<file path="src/rtl/mem_pkg.sv">
// Shared types and constants for the M-stage load/store unit.
package mem_pkg;

    typedef enum logic [1:0] {
        StIdle,
        StBusy,
        StDone
    } mem_state_e;

    localparam int unsigned TIMEOUT_CYCLES_DEF = 255;
    localparam logic [31:0] ERR_DATA           = 32'hDEAD_BEEF;

endpackage

</file>
<file path="src/rtl/mem_stage_lsu_if.sv">
// Data-memory bus between the LSU (master) and the memory system (slave).
interface mem_stage_lsu_if;

    logic        DReq;
    logic        DWe;
    logic [31:0] DAddr;
    logic [3:0]  DBe;
    logic [31:0] DWData;
    logic [31:0] DRData;
    logic        DAck;

    modport master (
        output DReq, DWe, DAddr, DBe, DWData,
        input  DRData, DAck
    );

    modport slave (
        input  DReq, DWe, DAddr, DBe, DWData,
        output DRData, DAck
    );

endinterface

</file>
<file path="src/rtl/mem_lane_fmt.sv">
// Byte-lane steering: store enables/replication and byte-load extraction.
module mem_lane_fmt (
    input  logic        st_byte_i,
    input  logic [1:0]  st_off_i,
    input  logic [31:0] st_data_i,
    output logic [3:0]  be_o,
    output logic [31:0] wdata_o,
    input  logic        ld_byte_i,
    input  logic [1:0]  ld_off_i,
    input  logic [31:0] rdata_i,
    output logic [31:0] ld_data_o
);

    logic [7:0] ld_lane;

    always_comb begin
        be_o    = st_byte_i ? (4'b0001 << st_off_i) : 4'hF;
        wdata_o = st_byte_i ? {4{st_data_i[7:0]}} : st_data_i;

        unique case (ld_off_i)
            2'd0:    ld_lane = rdata_i[7:0];
            2'd1:    ld_lane = rdata_i[15:8];
            2'd2:    ld_lane = rdata_i[23:16];
            default: ld_lane = rdata_i[31:24];
        endcase

        ld_data_o = ld_byte_i ? {24'b0, ld_lane} : rdata_i;
    end

endmodule

</file>
<file path="src/rtl/mem_stage_lsu.sv">
// M-stage load/store unit: one bus access per request, stalls the pipe while BUSY,
// aborts with ErrM after TIMEOUT_CYCLES unacknowledged cycles.
module mem_stage_lsu
    import mem_pkg::*;
#(
    parameter int unsigned TIMEOUT_CYCLES = TIMEOUT_CYCLES_DEF
) (
    input  logic                   clk,
    input  logic                   reset,
    input  logic                   MemReadM,
    input  logic                   MemWriteM,
    input  logic                   ByteM,
    input  logic [31:0]            ALUOutM,
    input  logic [31:0]            WriteDataM,
    mem_stage_lsu_if.master        bus,
    output logic [31:0]            ReadDataM,
    output logic                   StallM,
    output logic                   ErrM
);

    localparam int unsigned    CntW    = $clog2(TIMEOUT_CYCLES + 1);
    localparam logic [CntW-1:0] CntLast = CntW'(TIMEOUT_CYCLES - 1);
    localparam logic [CntW-1:0] CntMax  = '1;

    mem_state_e  state_q, state_d;
    logic [CntW-1:0] cnt_q, cnt_d;
    logic        dreq_q, dreq_d;
    logic        dwe_q, dwe_d;
    logic [31:0] daddr_q, daddr_d;
    logic [3:0]  dbe_q, dbe_d;
    logic [31:0] dwdata_q, dwdata_d;
    logic [31:0] rdata_q, rdata_d;
    logic        err_q, err_d;
    logic        byte_q, byte_d;
    logic [1:0]  off_q, off_d;
    logic        stall;

    logic [3:0]  st_be;
    logic [31:0] st_wdata;
    logic [31:0] ld_data;

    // Store path formats live M-stage operands at issue; load path uses the latched access.
    mem_lane_fmt u_lane_fmt (
        .st_byte_i (ByteM),
        .st_off_i  (ALUOutM[1:0]),
        .st_data_i (WriteDataM),
        .be_o      (st_be),
        .wdata_o   (st_wdata),
        .ld_byte_i (byte_q),
        .ld_off_i  (off_q),
        .rdata_i   (bus.DRData),
        .ld_data_o (ld_data)
    );

    always_comb begin
        state_d  = state_q;
        cnt_d    = cnt_q;
        dreq_d   = dreq_q;
        dwe_d    = dwe_q;
        daddr_d  = daddr_q;
        dbe_d    = dbe_q;
        dwdata_d = dwdata_q;
        rdata_d  = rdata_q;
        err_d    = 1'b0;
        byte_d   = byte_q;
        off_d    = off_q;
        stall    = 1'b0;

        unique case (state_q)
            StIdle: begin
                if (MemReadM || MemWriteM) begin
                    stall    = 1'b1;
                    state_d  = StBusy;
                    cnt_d    = '0;
                    dreq_d   = 1'b1;
                    dwe_d    = MemWriteM;
                    daddr_d  = {ALUOutM[31:2], 2'b00};
                    dbe_d    = st_be;
                    dwdata_d = st_wdata;
                    byte_d   = ByteM;
                    off_d    = ALUOutM[1:0];
                end
            end
            StBusy: begin
                stall = 1'b1;
                if (cnt_q != CntMax) begin
                    cnt_d = cnt_q + CntW'(1);
                end
                // An ack in the timeout cycle still completes the access normally.
                if (bus.DAck) begin
                    state_d = StDone;
                    dreq_d  = 1'b0;
                    dwe_d   = 1'b0;
                    if (!dwe_q) begin
                        rdata_d = ld_data;
                    end
                end else if (cnt_q == CntLast) begin
                    state_d = StDone;
                    dreq_d  = 1'b0;
                    dwe_d   = 1'b0;
                    err_d   = 1'b1;
                    if (!dwe_q) begin
                        rdata_d = ERR_DATA;
                    end
                end
            end
            StDone: begin
                state_d = StIdle;
            end
            default: begin
                state_d = StIdle;
            end
        endcase
    end

    always_ff @(posedge clk or negedge reset) begin
        if (!reset) begin
            state_q  <= StIdle;
            cnt_q    <= '0;
            dreq_q   <= 1'b0;
            dwe_q    <= 1'b0;
            daddr_q  <= '0;
            dbe_q    <= '0;
            dwdata_q <= '0;
            rdata_q  <= '0;
            err_q    <= 1'b0;
            byte_q   <= 1'b0;
            off_q    <= '0;
        end else begin
            state_q  <= state_d;
            cnt_q    <= cnt_d;
            dreq_q   <= dreq_d;
            dwe_q    <= dwe_d;
            daddr_q  <= daddr_d;
            dbe_q    <= dbe_d;
            dwdata_q <= dwdata_d;
            rdata_q  <= rdata_d;
            err_q    <= err_d;
            byte_q   <= byte_d;
            off_q    <= off_d;
        end
    end

    assign bus.DReq   = dreq_q;
    assign bus.DWe    = dwe_q;
    assign bus.DAddr  = daddr_q;
    assign bus.DBe    = dbe_q;
    assign bus.DWData = dwdata_q;
    assign ReadDataM  = rdata_q;
    assign ErrM       = err_q;
    // Pending requests must not stall a pipeline that is held in reset.
    assign StallM     = stall & reset;

endmodule

</file>
<file path="src/flat_wrapper.sv">
// flat-port wrapper written by rule: the top's interface ports become plain ports
module mem_stage_lsu_flat import mem_pkg::*;
#(
    parameter int unsigned TIMEOUT_CYCLES = TIMEOUT_CYCLES_DEF
)
  (clk, reset, MemReadM, MemWriteM, ByteM, ALUOutM, WriteDataM, ReadDataM, StallM, ErrM, bus_DReq, bus_DWe, bus_DAddr, bus_DBe, bus_DWData, bus_DRData, bus_DAck);
  mem_stage_lsu_if bus_i ();
  input  logic clk;
  input  logic reset;
  input  logic MemReadM;
  input  logic MemWriteM;
  input  logic ByteM;
  input  logic [31:0] ALUOutM;
  input  logic [31:0] WriteDataM;
  output logic [31:0] ReadDataM;
  output logic StallM;
  output logic ErrM;
  output wire logic [$bits(bus_i.DReq)-1:0] bus_DReq;
  output wire logic [$bits(bus_i.DWe)-1:0] bus_DWe;
  output wire logic [$bits(bus_i.DAddr)-1:0] bus_DAddr;
  output wire logic [$bits(bus_i.DBe)-1:0] bus_DBe;
  output wire logic [$bits(bus_i.DWData)-1:0] bus_DWData;
  input wire logic [$bits(bus_i.DRData)-1:0] bus_DRData;
  input wire logic [$bits(bus_i.DAck)-1:0] bus_DAck;
  assign bus_DReq = bus_i.DReq;
  assign bus_DWe = bus_i.DWe;
  assign bus_DAddr = bus_i.DAddr;
  assign bus_DBe = bus_i.DBe;
  assign bus_DWData = bus_i.DWData;
  assign bus_i.DRData = bus_DRData;
  assign bus_i.DAck = bus_DAck;
  mem_stage_lsu #(.TIMEOUT_CYCLES(TIMEOUT_CYCLES)) u_core (.clk(clk), .reset(reset), .MemReadM(MemReadM), .MemWriteM(MemWriteM), .ByteM(ByteM), .ALUOutM(ALUOutM), .WriteDataM(WriteDataM), .bus(bus_i), .ReadDataM(ReadDataM), .StallM(StallM), .ErrM(ErrM));
endmodule
</file>
<file path="config.mk">
export PLATFORM = sky130hd
export DESIGN_NAME = mem_stage_lsu_flat
export DESIGN_NICKNAME = d
export VERILOG_FILES = /design/src/rtl/mem_pkg.sv /design/src/rtl/mem_stage_lsu_if.sv /design/src/rtl/mem_lane_fmt.sv /design/src/rtl/mem_stage_lsu.sv /design/src/flat_wrapper.sv
export SDC_FILE = /design/constraint.sdc
export NUM_CORES = 1
export LEC_CHECK = 0
export BUFFER_PORTS_ARGS = -buffer_cell sky130_fd_sc_hd__buf_2
export CAP_MARGIN = 10
export CELL_PAD_IN_SITES_DETAIL_PLACEMENT = 1
export CELL_PAD_IN_SITES_GLOBAL_PLACEMENT = 2
export CORE_ASPECT_RATIO = 1.4
export CORE_UTILIZATION = 25
export DETAILED_ROUTE_END_ITERATION = 16
export HOLD_SLACK_MARGIN = 0.1
export PLACE_DENSITY_LB_ADDON = 0.1
export SLEW_MARGIN = 15
export SYNTH_ARGS = -nofsm -noshare
export SYNTH_HDL_FRONTEND = slang
export SYNTH_SLANG_ARGS = --single-unit
export TNS_END_PERCENT = 20
</file>
<file path="constraint.sdc">
create_clock -name clk -period 1.7 [get_ports clk]
set_input_delay 0.17 -clock clk [delete_from_list [all_inputs] [get_ports clk]]
set_output_delay 0.17 -clock clk [all_outputs]
set_load 0.05 [all_outputs]
</file>
Word-level counts from Yosys, hierarchy flattened. Cells that the tools add are included.

Register bits: 114. Bits of input ports: 102. Output and inout port bits: 104. Logic and storage cells: 59.

Add/sub/neg operators: 1. Equality and inequality tests: 8. Shift operators: 1. Muxes and demuxes: 26. Bitwise logic cells: 2. Reductions and logical operators: 10.

Operators with widths (count): two-way mux 32 bit (6); case mux 8 bit (3 select lines) (1); two-way mux 8 bit (2); case mux 8 bit (2 select lines) (1); AND reduction 3 bit (3); adder 8 x 1 -> 8 bit, second input constant (1); == test 8 bit, second input constant (1); two-way mux 1 bit (8); inequality test 8 bit, second input constant (1); two-way mux 2 bit (3); case mux 1 bit (2 select lines) (3); == test 2 x 1 -> 1 bit, second input constant (2); logical NOT 2 bit (2); two-way mux 4 bit (1); inequality test 2 x 1 -> 1 bit, second input constant (2); case mux 2 bit (2 select lines) (1); AND reduction 2 bit (2); nonzero test 2 bit (2); << shifter 1 x 2 -> 4 bit, first input constant (1); inequality test 3 x 2 -> 1 bit, second input constant (1); == test 2 bit, second input constant (1); AND 1 bit (1); logical OR 1 bit (1); NOT 1 bit (1).

Depth between registers and ports, before layout.
Word-level depth: 5. Gate-level depth with buffers: 7.

Cells and area by module. From an unflattened synthesis, not the netlist that was laid out.

Cell total of the unflattened synthesis: 579. Area, all modules: 5240.0 um2.

By module, submodules not included: mem_stage_lsu (times used 1, cells each 441, area each 4445.5 um2, sequential area each 2852.7 um2); mem_lane_fmt (times used 1, cells each 138, area each 794.5 um2, sequential area each 0.0 um2).

Worst setup path after synthesis. No wires, ideal clock.

Path type: register to register. Start: register u_core.dwe_q (netlist: u_core.bus.DWe). End: register u_core.rdata_q[13] (netlist: u_core.ReadDataM[13]). Library setup time: 0.073 ns. Data arrival time: 1.646 ns. Data required time: 1.627 ns. Setup slack: -0.019 ns. Cell stages (with the launch flop): 6. Buffers on the path: 1. Clock period less this slack: 1.719 ns. Path through: dfrtp_1 > or3b_1 > o31ai_4 > buf_6 > nor2_2 > a21oi_2.

Cells in the longest elaborated chain, start to end: 2.

RTL lines: from (decl) (RTL line mem_stage_lsu.sv:28) `logic dwe_q, dwe_d;`; from (signal assigned) (RTL line mem_stage_lsu.sv:133) `dwe_q <= dwe_d;`; NOT 1 bit (no line); AND reduction 3 bit (no line); to (signal assigned) (RTL line mem_stage_lsu.sv:137) `rdata_q <= rdata_d;`; to (decl) (RTL line mem_stage_lsu.sv:32) `logic [31:0] rdata_q, rdata_d;`.

No other way between the ends. A chain may end at the register's enable or synchronous reset.

Final worst setup path.
Start: register u_core.state_q[0]. End: output port StallM.

Cells in the longest elaborated chain, start to end: 3. Elaborated cells between the ends (all ways): 4. Classes of those cells: eq/ne: 1; mux: 1; bitwise: 1; reduce/logical: 1.

RTL lines: from (decl) (RTL line mem_stage_lsu.sv:25) `mem_state_e state_q, state_d;`; from (signal assigned) (RTL line mem_stage_lsu.sv:118) `state_q <= StIdle;`; from (signal assigned) (RTL line mem_stage_lsu.sv:130) `state_q <= state_d;`; == test 2 x 1 -> 1 bit or logical NOT 2 bit (tied branches) (RTL line mem_stage_lsu.sv:69) `unique case (state_q)`; case mux 1 bit (2 select lines) * (RTL line mem_stage_lsu.sv:69); AND 1 bit * (RTL line mem_stage_lsu.sv:152) `assign StallM = stall & reset;`; to (decl) (RTL line flat_wrapper.sv:16) `output logic StallM;`.

Mark *: on every way between the ends. The rest lies on a longest branch, timed or not.

==> flow_summary.json <==
{
  "run_status": "finished, final reports clean",
  "die_x_um": 123,
  "slew_headroom": 0.561,
  "port_buffers": 203,
  "io_pins": 206,
  "core_mm2": 0.0200,
  "finalHoldViolCount": 0,
  "drt_first_pass_iters": 4,
  "grt_pass1_vias": 5415,
  "critPathArrivalTime_ps": 1490,
  "required_ps": 1530,
  "crit_path_start_kind": "flop",
  "power.density_mw_per_mm2": 2140,
  "hold_path_class": "input port to flop",
  "track_usage": 0.174,
  "final_net_count": 950,
  "multi_input_area_mm2": 0.00214,
  "async_flop_share": 1.00,
  "root_buffer": "clkbuf_16",
  "finalPower_mw": 17.6,
  "drc_errors": 0,
  "crit_path_max_fanout": 3,
  "vias_per_cell": 4.50,
  "ys_ff_latch": 114,
  "finalSetupViolCount": 0,
  "drt_iter0_drc": 126,
  "worstHoldPathCells": 3,
  "fin_crit_ps": 1660,
  "clock_latency_ps": 410,
  "path_class": "flop to output port",
  "grt_pass1_wl_um": 28100,
  "final_cell_mix": "buf_2, nand2_1, dfrtp_1",
  "antenna_found_initial": 0,
  "ant_nets": 0,
  "totalWireLength_um": 17800,
  "mostFrequentLayoutCell": "buf_2",
  "fmax_mhz": 604,
  "synth_cell_types": 45,
  "gp_congestion": 0.745,
  "synth-edff-count": 0,
  "vias": 5004,
  "syn_area_per_cell_um2": 9.67,
  "fin_worst_skew_ps": 10.8,
  "cts_tree": "built",
  "vdd_ir_drop_max_v": 0.00100,
  "cts_buffer_depth": 2,
  "tightest_slew_ps": 655,
  "numClockSinks": 114,
  "grt_max_degree": 99,
  "die_h_um": 172,
  "grt_overflow_total": 0,
  "rsz0062_at_grt": "true",
  "p_leak_nw": 4.07,
  "critical_path.endpoint_type": "output port",
  "htree_num_levels": 4,
  "start_util": 0.257,
  "drive_gt1_frac": 0.350,
  "path_clk_slew_ps": 50,
  "rows": 61,
  "fill_cells": 2316,
  "dieArea_mm2": 0.0212,
  "dp_hpwl_um": 12400,
  "reg2regPathDepth": 5,
  "timing.final.crit_share": 0.975,
  "regArea_mm2": 0.00286,
  "whs_ps": 109,
  "ys_warn_count": 0,
  "synth.yosys.seq_area_share": 0.554,
  "diodes": 0,
  "synth_cells": 532,
  "cts_buffers": 17,
  "area_growth_syn_to_layout_pct": 60.3,
  "drv_cap": 0,
  "synth_ff_type": "dfrtp_1",
  "wl_per_cell_um": 16.0,
  "netlist_area_mm2": 0.00515,
  "slew_violations": 0
}
-- final cells by class --
| cell class | instances | share of cell area |
|---|---|---|
| inverter | 4 | 0.00182 |
| multi-input combinational | 380 | 0.260 |
| tap | 252 | 0.0382 |
| clock buffer | 18 | 0.0532 |
| timing repair buffer | 329 | 0.282 |
| clock inverter | 14 | 0.0184 |
| sequential | 114 | 0.347 |
-- state kept, by name, summed over array words and instances (netlist names) --
register	count
u_core.bus.DReq	1
u_core.bus.DBe	4
u_core.bus.DWData	32
u_core.bus.DWe	1
u_core.ReadDataM	32
u_core.bus.DAddr	30
u_core.off_q	2
u_core.byte_q	1
u_core.cnt_q	8
u_core.ErrM	1
u_core.state_q	2
-- logic make-up (layout without fill, tap and decap cells) --
family,count (synthesis),after routing,synth area share
AND/OR/NAND/NOR,247,247,0.209
flip-flops,114,114,0.554
buffers and inverters,39,365,0.0353
other,1,2,0.000729
multiplexers,39,39,0.0759
adder cells (fa/ha/maj),2,2,0.00486
AO/OA/AOI/OAI,90,90,0.120
-- synthesized netlist by cell type (all sizes together) (3+ instances only) --
| cell | count | area (um^2) |
|---|---|---|
| or4 | 3 | 22.5 |
| mux2i | 39 | 390 |
| nand2 | 164 | 616 |
| inv | 4 | 15.0 |
| nand2b | 19 | 119 |
| a31oi | 4 | 25.0 |
| clkbuf | 21 | 78.8 |
| a21oi | 23 | 164 |
| o21ai | 34 | 170 |
| a22o | 7 | 61.3 |
| a221oi | 8 | 70.1 |
| nor3 | 3 | 20.0 |
| nor2 | 39 | 171 |
| dfrtp | 114 | 2850 |
| nand3 | 6 | 30.0 |
| buf | 14 | 87.6 |
-- worst max-delay path, cell delays in order, from the launching register on --
cell,delay [ps]
dfrtp_2,400
buf_4,140
o311a_1,370
buf_12,160
-- layer usage --
metal  global-route usage  up-vias  wire length [um]
met1                0.195     2421              7190
li1                     -     2414                 -
met4               0.0576        0               267
met3               0.0484       17               991
met2                0.314      152              9310
met5                    0        -                 0
-- report_power, final --
group / internal [mW] / total [mW] / leakage, nW / switching (mW)
clock network: 2.21 / 3.60 / 0.276 / 1.39
registers: 3.96 / 4.69 / 1.37 / 0.729
logic: 2.56 / 9.34 / 2.42 / 6.78
-- per-stage QoR --
step	util	worst slack (ps)	TNS, ps	area (um^2)	instances
finish	0.412	43.3	0	8250	1111
global route	0.412	-23.1	-90.8	8250	1111
floorplan	-	1.62	0	5150	533
CTS	0.411	20.3	0	8220	1110
global placement	0.333	44.9	0	6660	981
detailed placement	0.333	0.521	0	6660	981
-- final timing paths --
path	slack, ps	start	to
max in group asynchronous	640	reset	u_core.bus.DWData[12]$_DFFE_PN0P_
setup / recovery	40	u_core.state_q[0]$_DFFE_PN0P_	StallM
hold / removal	110	bus_DRData[13]	u_core.ReadDataM[13]$_DFFE_PN0P_
min in group asynchronous	200	reset	u_core.bus.DWData[27]$_DFFE_PN0P_
hold reg to reg	470	u_core.bus.DAddr[12]$_DFFE_PN0P_	u_core.bus.DAddr[12]$_DFFE_PN0P_
setup reg to reg	50	u_core.state_q[0]$_DFFE_PN0P_	u_core.cnt_q[3]$_DFFE_PN0P_
-- repair_timing --
action,in CTS,in global routing
setup buffers,1,1
cloned,0,0
endpoints found under the hold margin,128,0
pin swaps,1,2
hold buffers,96,0
setup endpoints to repair,2,14
resized for setup,2,8
Power figures use the tool's default switching activity.
